[src/rtl/uart_rx_os.sv]
// Oversampling UART receiver: 2-flop synchroniser, 3-sample mid-bit majority vote,
// run-time parity/stop configuration, break detection and a one-entry valid/ready output.
module uart_rx_os #(
    parameter int SYSCLK_RATE = 100000000,
    parameter int BAUD_RATE   = 9600,
    parameter int OVERSAMPLE  = 16,
    parameter int DATA_BITS   = 8,
    parameter bit MSB_FIRST   = 1'b1
) (
    input  logic                 SysClk,
    input  logic                 Rst_n,
    input  logic                 Rx,
    input  logic [1:0]           Parity_Mode,
    input  logic                 Stop_Sel,
    output logic [DATA_BITS-1:0] Data_Out,
    output logic [2:0]           Rx_Error,
    output logic                 Data_Valid,
    input  logic                 Data_Ready,
    output logic                 Overrun,
    output logic                 Busy
);

    localparam int CLKS_PER_TICK = SYSCLK_RATE / (BAUD_RATE * OVERSAMPLE);
    localparam int TICK_W        = (CLKS_PER_TICK > 1) ? $clog2(CLKS_PER_TICK) : 1;
    localparam int SAMP_W        = $clog2(OVERSAMPLE);
    localparam int BIT_W         = $clog2(DATA_BITS + 1);

    localparam logic [TICK_W-1:0] TICK_LAST = TICK_W'(CLKS_PER_TICK - 1);
    localparam logic [SAMP_W-1:0] SAMP_LAST = SAMP_W'(OVERSAMPLE - 1);
    localparam logic [SAMP_W-1:0] SAMP_A    = SAMP_W'(OVERSAMPLE / 2 - 1);
    localparam logic [SAMP_W-1:0] SAMP_B    = SAMP_W'(OVERSAMPLE / 2);
    localparam logic [SAMP_W-1:0] SAMP_C    = SAMP_W'(OVERSAMPLE / 2 + 1);
    localparam logic [BIT_W-1:0]  BIT_LAST  = BIT_W'(DATA_BITS - 1);

    typedef enum logic [2:0] {
        ST_IDLE     = 3'd0,
        ST_START    = 3'd1,
        ST_DATA     = 3'd2,
        ST_PARITY   = 3'd3,
        ST_STOP     = 3'd4,
        ST_BRK_WAIT = 3'd5
    } state_t;

    function automatic logic majority3(input logic a, input logic b, input logic c);
        return (a & b) | (a & c) | (b & c);
    endfunction

    function automatic logic calc_parity(input logic [DATA_BITS-1:0] d);
        return ^d;
    endfunction

    function automatic logic [DATA_BITS-1:0] shift_in(input logic [DATA_BITS-1:0] sr,
                                                      input logic b);
        if (MSB_FIRST) begin
            return {sr[DATA_BITS-2:0], b};
        end else begin
            return {b, sr[DATA_BITS-1:1]};
        end
    endfunction

    state_t                state_q, state_d;
    logic                  sync1_q, rx_s_q, rx_prev_q;
    logic [TICK_W-1:0]     tick_cnt_q, tick_cnt_d;
    logic [SAMP_W-1:0]     samp_cnt_q, samp_cnt_d;
    logic                  s0_q, s0_d, s1_q, s1_d;
    logic [BIT_W-1:0]      bit_cnt_q, bit_cnt_d;
    logic [DATA_BITS-1:0]  shift_q, shift_d;
    logic [1:0]            par_mode_q, par_mode_d;
    logic                  stop2_q, stop2_d;
    logic                  stop_cnt_q, stop_cnt_d;
    logic                  zero_q, zero_d;
    logic                  par_err_q, par_err_d;
    logic                  frame_err_q, frame_err_d;
    logic [DATA_BITS-1:0]  data_out_q, data_out_d;
    logic [2:0]            rx_err_q, rx_err_d;
    logic                  valid_q, valid_d;
    logic                  overrun_q, overrun_d;

    logic                  tick_s, start_edge_s, decide_s, bit_s, par_en_s, brk_s;
    logic                  commit_s;
    logic [2:0]            commit_err_s;

    assign tick_s       = (tick_cnt_q == TICK_LAST);
    assign start_edge_s = (state_q == ST_IDLE) & rx_prev_q & ~rx_s_q;
    assign decide_s     = tick_s & (samp_cnt_q == SAMP_C) &
                          (state_q != ST_IDLE) & (state_q != ST_BRK_WAIT);
    assign bit_s        = majority3(s0_q, s1_q, rx_s_q);
    assign par_en_s     = (par_mode_q == 2'b01) | (par_mode_q == 2'b10);
    // A break needs every bit so far low, including the first stop bit being decided now.
    assign brk_s        = zero_q & ~bit_s;

    // Rx synchroniser and previous-sample register for falling-edge detection
    always_ff @(posedge SysClk or negedge Rst_n) begin
        if (!Rst_n) begin
            sync1_q   <= 1'b1;
            rx_s_q    <= 1'b1;
            rx_prev_q <= 1'b1;
        end else begin
            sync1_q   <= Rx;
            rx_s_q    <= sync1_q;
            rx_prev_q <= rx_s_q;
        end
    end

    // FSM state register
    always_ff @(posedge SysClk or negedge Rst_n) begin
        if (!Rst_n) begin
            state_q <= ST_IDLE;
        end else begin
            state_q <= state_d;
        end
    end

    // FSM next-state logic
    always_comb begin
        state_d = state_q;
        case (state_q)
            ST_IDLE: begin
                if (start_edge_s) state_d = ST_START;
                else              state_d = ST_IDLE;
            end
            ST_START: begin
                if (decide_s) state_d = bit_s ? ST_IDLE : ST_DATA;
                else          state_d = ST_START;
            end
            ST_DATA: begin
                if (decide_s && (bit_cnt_q == BIT_LAST)) state_d = par_en_s ? ST_PARITY : ST_STOP;
                else                                     state_d = ST_DATA;
            end
            ST_PARITY: begin
                if (decide_s) state_d = ST_STOP;
                else          state_d = ST_PARITY;
            end
            ST_STOP: begin
                if (decide_s && !stop_cnt_q && brk_s)     state_d = ST_BRK_WAIT;
                else if (decide_s && stop_cnt_q == stop2_q) state_d = ST_IDLE;
                else                                        state_d = ST_STOP;
            end
            ST_BRK_WAIT: begin
                if (rx_s_q) state_d = ST_IDLE;
                else        state_d = ST_BRK_WAIT;
            end
            default: state_d = ST_IDLE;
        endcase
    end

    // Datapath and output next-state: timing, sampling, shifting, flags and commit
    always_comb begin
        tick_cnt_d   = tick_cnt_q;
        samp_cnt_d   = samp_cnt_q;
        s0_d         = s0_q;
        s1_d         = s1_q;
        bit_cnt_d    = bit_cnt_q;
        shift_d      = shift_q;
        par_mode_d   = par_mode_q;
        stop2_d      = stop2_q;
        stop_cnt_d   = stop_cnt_q;
        zero_d       = zero_q;
        par_err_d    = par_err_q;
        frame_err_d  = frame_err_q;
        data_out_d   = data_out_q;
        rx_err_d     = rx_err_q;
        valid_d      = valid_q;
        overrun_d    = 1'b0;
        commit_s     = 1'b0;
        commit_err_s = 3'b000;

        if (start_edge_s) begin
            tick_cnt_d = {TICK_W{1'b0}};
            samp_cnt_d = {SAMP_W{1'b0}};
        end else if (tick_s) begin
            tick_cnt_d = {TICK_W{1'b0}};
            samp_cnt_d = (samp_cnt_q == SAMP_LAST) ? {SAMP_W{1'b0}} : samp_cnt_q + SAMP_W'(1);
        end else begin
            tick_cnt_d = tick_cnt_q + TICK_W'(1);
        end

        if (tick_s && samp_cnt_q == SAMP_A) s0_d = rx_s_q;
        else                                s0_d = s0_q;
        if (tick_s && samp_cnt_q == SAMP_B) s1_d = rx_s_q;
        else                                s1_d = s1_q;

        if (decide_s) begin
            case (state_q)
                ST_START: begin
                    if (!bit_s) begin
                        bit_cnt_d   = {BIT_W{1'b0}};
                        par_mode_d  = Parity_Mode;
                        stop2_d     = Stop_Sel;
                        stop_cnt_d  = 1'b0;
                        zero_d      = 1'b1;
                        par_err_d   = 1'b0;
                        frame_err_d = 1'b0;
                    end else begin
                        zero_d = zero_q;
                    end
                end
                ST_DATA: begin
                    shift_d   = shift_in(shift_q, bit_s);
                    bit_cnt_d = bit_cnt_q + BIT_W'(1);
                    zero_d    = zero_q & ~bit_s;
                end
                ST_PARITY: begin
                    par_err_d = bit_s ^ calc_parity(shift_q) ^ (par_mode_q == 2'b10);
                    zero_d    = zero_q & ~bit_s;
                end
                ST_STOP: begin
                    if (!stop_cnt_q && brk_s) begin
                        commit_s     = 1'b1;
                        commit_err_s = 3'b001;
                    end else if (stop_cnt_q == stop2_q) begin
                        commit_s     = 1'b1;
                        commit_err_s = {frame_err_q | ~bit_s, par_err_q, 1'b0};
                    end else begin
                        frame_err_d = frame_err_q | ~bit_s;
                        stop_cnt_d  = 1'b1;
                    end
                end
                default: begin
                    commit_s = 1'b0;
                end
            endcase
        end else begin
            commit_s = 1'b0;
        end

        if (valid_q && Data_Ready) valid_d = 1'b0;
        else                       valid_d = valid_q;

        // A word arriving while the register drains in the same cycle replaces it cleanly.
        if (commit_s) begin
            if (!valid_q || Data_Ready) begin
                data_out_d = shift_q;
                rx_err_d   = commit_err_s;
                valid_d    = 1'b1;
            end else begin
                overrun_d = 1'b1;
            end
        end else begin
            overrun_d = 1'b0;
        end
    end

    // Datapath and output registers
    always_ff @(posedge SysClk or negedge Rst_n) begin
        if (!Rst_n) begin
            tick_cnt_q  <= {TICK_W{1'b0}};
            samp_cnt_q  <= {SAMP_W{1'b0}};
            s0_q        <= 1'b0;
            s1_q        <= 1'b0;
            bit_cnt_q   <= {BIT_W{1'b0}};
            shift_q     <= {DATA_BITS{1'b0}};
            par_mode_q  <= 2'b00;
            stop2_q     <= 1'b0;
            stop_cnt_q  <= 1'b0;
            zero_q      <= 1'b0;
            par_err_q   <= 1'b0;
            frame_err_q <= 1'b0;
            data_out_q  <= {DATA_BITS{1'b0}};
            rx_err_q    <= 3'b000;
            valid_q     <= 1'b0;
            overrun_q   <= 1'b0;
        end else begin
            tick_cnt_q  <= tick_cnt_d;
            samp_cnt_q  <= samp_cnt_d;
            s0_q        <= s0_d;
            s1_q        <= s1_d;
            bit_cnt_q   <= bit_cnt_d;
            shift_q     <= shift_d;
            par_mode_q  <= par_mode_d;
            stop2_q     <= stop2_d;
            stop_cnt_q  <= stop_cnt_d;
            zero_q      <= zero_d;
            par_err_q   <= par_err_d;
            frame_err_q <= frame_err_d;
            data_out_q  <= data_out_d;
            rx_err_q    <= rx_err_d;
            valid_q     <= valid_d;
            overrun_q   <= overrun_d;
        end
    end

    assign Data_Out   = data_out_q;
    assign Rx_Error   = rx_err_q;
    assign Data_Valid = valid_q;
    assign Overrun    = overrun_q;
    assign Busy       = (state_q != ST_IDLE);

endmodule

[config.mk]
export PLATFORM = sky130hd
export DESIGN_NAME = uart_rx_os
export DESIGN_NICKNAME = d
export VERILOG_FILES = /design/src/rtl/uart_rx_os.sv
export SDC_FILE = /design/constraint.sdc
export NUM_CORES = 1
export LEC_CHECK = 0
export ABC_CLOCK_PERIOD_IN_PS = 2500
export BUFFER_PORTS_ARGS = -buffer_cell sky130_fd_sc_hd__buf_2
export CAP_MARGIN = 25
export CORE_UTILIZATION = 54
export DETAILED_ROUTE_END_ITERATION = 16
export PLACE_DENSITY = 0.76
export SLEW_MARGIN = 20
export SYNTH_ARGS = -nofsm -noshare
export SYNTH_HDL_FRONTEND = slang
export SYNTH_SLANG_ARGS = --single-unit
export TNS_END_PERCENT = 30
[constraint.sdc]
create_clock -name SysClk -period 2.5 [get_ports SysClk]
set_input_delay 0.5 -clock SysClk [delete_from_list [all_inputs] [get_ports SysClk]]
set_output_delay 0.5 -clock SysClk [all_outputs]
set_load 0.02 [all_outputs]
Word level (Yosys, flattened, before mapping):

Cells that the tools add are included.

* bits in latches: 0
* output and inout port bits: 14
* memories: 0
* RAM bits: 0
* word-level logic and storage cells: 125
* bits in registers: 54
* bits in read-only memories: 0

* eq/ne operators: 18
* bitwise logic cells: 17
* reduce and logical (&&, ||, !) cells: 27
* muxes and demuxes: 40
* div/mod/pow operators: 0
* add/subtract/negate cells: 3
* multipliers: 0
* magnitude comparators: 0
* shift-type cells: 0

Operators with widths (number)
* 3-bit two-way mux: 10
* 10-bit two-way mux: 2
* 3-bit case mux with 6 select lines: 1
* 1-bit two-way mux: 16
* 4-bit two-way mux: 4
* 4-bit == test (second input constant): 3
* 3-bit AND reduction: 4
* 10-bit by 1-bit adder with 10-bit output (second input constant): 1
* 10-bit == test (second input constant): 1
* 2-bit nonzero test: 5
* 1-bit bitwise AND: 9
* 4-bit by 1-bit adder with 4-bit output (second input constant): 2
* 4-bit by 3-bit == test with 1-bit output (second input constant): 2
* 1-bit logical AND: 8
* 1-bit case mux with 2 select lines: 4
* 4-bit case mux with 2 select lines: 1
* 8-bit parity: 1
* 3-bit by 2-bit == test with 1-bit output (second input constant): 2
* 3-bit == test (second input constant): 2
* 2-bit inequality test (second input constant): 3
* 5-bit AND reduction: 1
* 2-bit two-way mux: 2
* 1-bit bitwise OR: 4
* 2-bit AND reduction: 2
* 12 further kinds: 15

Longest topological paths before layout:

* word-level depth: 10
* depth in mapped cells: 8
* depth with buffers taken out: 7

Worst setup path before layout:

No wires, ideal clock.

* path kind: register to register
* start: register tick_cnt_q[4]
* end: register shift_q[0]
* slack: 0.077 ns
* cell stages (with the launch flop): 7
* data arrival time: 2.298 ns
* data required time: 2.375 ns
* period minus slack after synthesis: 2.423 ns
* cells stage by stage: dfrtp_1 or4b_4 or3_1 buf_2 or3_4 nor2_8 mux2_4

* word-level cells in the longest chain between the ends: 5

Ends and longest elaborated chain
* start, declared: RTL line 63 `logic [TICK_W-1:0] tick_cnt_q, tick_cnt_d;`
* start signal, assigned: RTL line 247 `tick_cnt_q <= {TICK_W{1'b0}};`
* start signal, assigned: RTL line 264 `tick_cnt_q <= tick_cnt_d;`
* 10-bit == test: RTL line 83 `assign tick_s = (tick_cnt_q == TICK_LAST);`
* 1-bit bitwise AND (2 in series): RTL line 85 `assign decide_s = tick_s & (samp_cnt_q == SAMP_C) &`
* 1-bit bitwise AND: RTL line 86 `(state_q != ST_IDLE) & (state_q != ST_BRK_WAIT);`
* 2-bit AND reduction (no source line)
* end signal, assigned: RTL line 252 `shift_q <= {DATA_BITS{1'b0}};`
* end signal, assigned: RTL line 269 `shift_q <= shift_d;`
* end, declared: RTL line 67 `logic [DATA_BITS-1:0] shift_q, shift_d;`

No other way between the ends.
A chain may end at the register's enable or synchronous reset.

Worst setup path in the final report:

* start: register tick_cnt_q[4]
* end: register shift_q[6]

The elaborated chain is that of the path after synthesis.

==> qor.yml <==
run_status:
  status: "complete, no violations"
placement:
  hpwl_um: 3530
  dp.cells: 332
  gp_congestion: 0.831
  port-buffer-count: 20
power:
  power.switching_mw: 0.464
  p_clk_frac: 0.328
  p_int_mw: 1.32
  sequentialPowerShare: 0.558
  p_comb_frac: 0.114
  ir_drop_v: 0.000526
  switching_share: 0.260
  p_leak_nw: 1.46
  powerDensity_nw_per_um2: 581
yosys:
  yosysWarnings: 0
  ys_ff_latch: 54
  seq_area_frac_synth: 0.491
  synthArstFlopShare: 1.00
  synth_nets: 261
  syn_area_um2: 2760
  ys.flop_type: "dfrtp_1"
  synth.avg_cell_area_um2: 11.2
  syn_inst: 247
  synth_edf_count: 0
  synth.distinct_cells: 55
flow_run:
  drv_cap: 0
timing:
  min_period_ns: 2.41
  rsz0062_at_grt: "false"
  finalCritPeriodShare: 0.963
  fmax_ghz: 0.415
  report.final.slew_viol_count: 0
  max_slew_margin: 0.488
  setup_tns_ns: 0
  setup-violations-final: 0
  worst_pin_slew_ns: 0.760
  fin_worst_skew_ns: 0.00743
  hold_viol: 0
critical_path:
  cp_max_fo: 8
  slowest_delay_ns: 0.56
  critPathTopFamily: "simple AND/OR/NAND/NOR gates"
  cp_slowest_cell: "or4b_4"
  crit_type: "reg -> reg"
  cp.buffers_inverters: 0
  critical_path_arrival_ns: 2.61
  cp-start-kind: "register"
  path_cells: "or4b_4 > or3_1 > or3_4 > nor2_8 > mux2_4"
  worst_ep_required_time_ns: 2.70
  endpoint_kind: "register"
global_routing:
  globalRouteOverflowTotal: 0
  met3_usage: 0.0604
  grt_pass1_vias: 1765
  met2_usage: 0.327
  grt_max_degree: 55
  grt_usage: 0.210
  top_usage_layer: "met2"
  grtUsageMet1: 0.289
  grt_first_pass_wirelength_um: 8540
  antenna_found_initial: 0
route:
  viasPerCell: 5.49
  firstDrtPassIters: 4
  routed_wl_um: 5020
  ant_nets: 0
  wl_per_cell_um: 14.8
  drc: 0
  drt-initial-drc-count: 70
  dr_total_vias: 1866
floorplan:
  coreArea_um2: 4820
  rows: 25
  start_util: 0.573
  boundaryPins: 21
  die_x_um: 73.5
  die_y_um: 73.5
  dieArea_um2: 5400
finish:
  drive_above_1_share: 0.256
  fillerInstances: 400
  syn2layout_area_growth_pct: 11.3
  fin_cells: 340
  finalNetCount: 286
  antenna_cells: 0
clock_tree:
  cts_tree: "yes"
  root_buffer: "clkbuf_8"
  clkTransAtPathRegs_ns: 0.10
  postCtsSetupBuffers: 0
  clkSinkCount: 54
  numCtsBuffers: 5
  cts_buffer_depth: 2
  clock_latency_ns: 0.31
  h-tree-depth: 2
hold_path:
  hold_class: "in -> reg"
-- path summary, 6_finish.rpt --
kind                          startpoint       endpoint  slack (ns)  cells past startpoint
max in group asynchronous          Rst_n  tick_cnt_q[3]        1.75                      2
max reg2reg                tick_cnt_q[4]     shift_q[6]        0.09                      5
max                        tick_cnt_q[4]     shift_q[6]        0.09                      5
min                                   Rx        sync1_q        0.27                      1
min in group asynchronous          Rst_n   bit_cnt_q[2]        0.30                      2
min reg2reg                      sync1_q         rx_s_q        0.36                      0
-- synth_stat cells (2+ instances only) --
library cell,instances,area [um^2]
dfrtp_1,51,1280
nor2_1,20,75.1
nand2_1,16,60.1
xnor2_1,14,123
mux2_2,11,124
inv_1,9,33.8
a21oi_1,8,40.0
mux2_4,8,120
o21ai_0,8,40.0
ha_1,7,87.6
xor2_1,7,61.3
nand3_1,6,30.0
clkbuf_1,5,18.8
nand2b_1,5,31.3
nor3_1,5,25.0
nor2b_1,4,25.0
a41oi_1,3,26.3
buf_2,3,15.0
dfstp_2,3,78.8
mux2i_1,3,30.0
o31ai_1,3,22.5
or3_1,3,18.8
a21o_1,2,15.0
a31oi_1,2,12.5
and2_1,2,12.5
and3_1,2,12.5
mux2_1,2,22.5
nand3b_1,2,15.0
nand4_1,2,12.5
nand4b_1,2,17.5
nor3b_1,2,15.0
o21ai_1,2,10.0
o2bb2ai_1,2,17.5
or3b_2,2,17.5
-- state kept, by name (all words and copies together), names as in the netlist, 2 cells and up --
name / count
par_mode_q: 2
Data_Out: 8
Rx_Error: 3
samp_cnt_q: 4
bit_cnt_q: 4
tick_cnt_q: 10
shift_q: 8
state_q: 3
-- timing repair --
action	CTS	global route
endpoints found under the setup margin	0	2
gates resized for setup	0	1
hold buffers	0	0
-- worst register-to-register path, cell delays in order, from the launching register on --
cell and delay (ns):
dfrtp_1 0.43, or4b_4 0.56, or3_1 0.38, or3_4 0.38, nor2_8 0.23, mux2_4 0.33
-- layer usage --
layer | vias up | share of wire
li1 | 923 | -
met1 | 904 | 0.47
met2 | 33 | 0.49
met3 | 6 | 0.036
met4 | 0 | 0.0080
met5 | - | 0
-- logic make-up (layout without fill, tap and decap cells) --
logic type	Yosys count	after routing	synth area share
simple gates	86	86	0.187
flops	54	54	0.491
compound gates	35	35	0.0829
mux	24	24	0.107
xor+xnor	21	21	0.0666
buf+inv	19	45	0.0299
fa+ha+maj	8	8	0.0358
-- power groups by stage --
stage	sequential, mW	combinational [mW]	clock [mW]
2_1_floorplan	0.998	0.150	0
3_3_place_gp	1.01	0.203	0
3_5_place_dp	1.01	0.206	0
4_1_cts	0.993	0.208	0.603
5_1_grt	1.01	0.236	0.632
6_report	0.996	0.204	0.585
-- metrics by stage --
| stage | utilization | area (um^2) | total power [mW] | setup WS (ns) | hold WS (ns) |
|---|---|---|---|---|---|
| after floorplan | - | 2760 | 1.15 | 0.0766 | 0.204 |
| after global placement | 0.614 | 2960 | 1.21 | 0.151 | 0.346 |
| after detailed placement | 0.614 | 2960 | 1.22 | 0.115 | 0.349 |
| after CTS | 0.637 | 3070 | 1.80 | 0.0996 | 0.269 |
| after global routing | 0.638 | 3070 | 1.87 | 0.0356 | 0.262 |
| final | 0.638 | 3070 | 1.78 | 0.0918 | 0.274 |
-- layout make-up --
class	count	area, um^2	area share
Clock buffer	5	68.8	0.0224
Inverter	9	33.8	0.0110
Clock inverter	3	45.0	0.0147
Multi-Input combinational cell	174	1330	0.432
Tap cell	67	83.8	0.0273
Sequential cell	54	1360	0.441
Timing Repair Buffer	28	160	0.0521
-- placed cells by master, fill, tap and decap left out, drive strengths merged, types with 3 or more instances in the layout --
cell type / n
nor3: 5
o21ai: 10
xnor2: 14
clkbuf: 5
mux2i: 3
dfstp: 3
xor2: 7
buf: 28
nand2b: 5
nor2: 22
nand2: 16
or3: 4
nor2b: 4
nand3: 6
ha: 7
mux2: 21
and3: 3
a21oi: 8
dfrtp: 51
o31ai: 3
inv: 9
a41oi: 3
No activity file was read; power rests on OpenSTA's default activity.
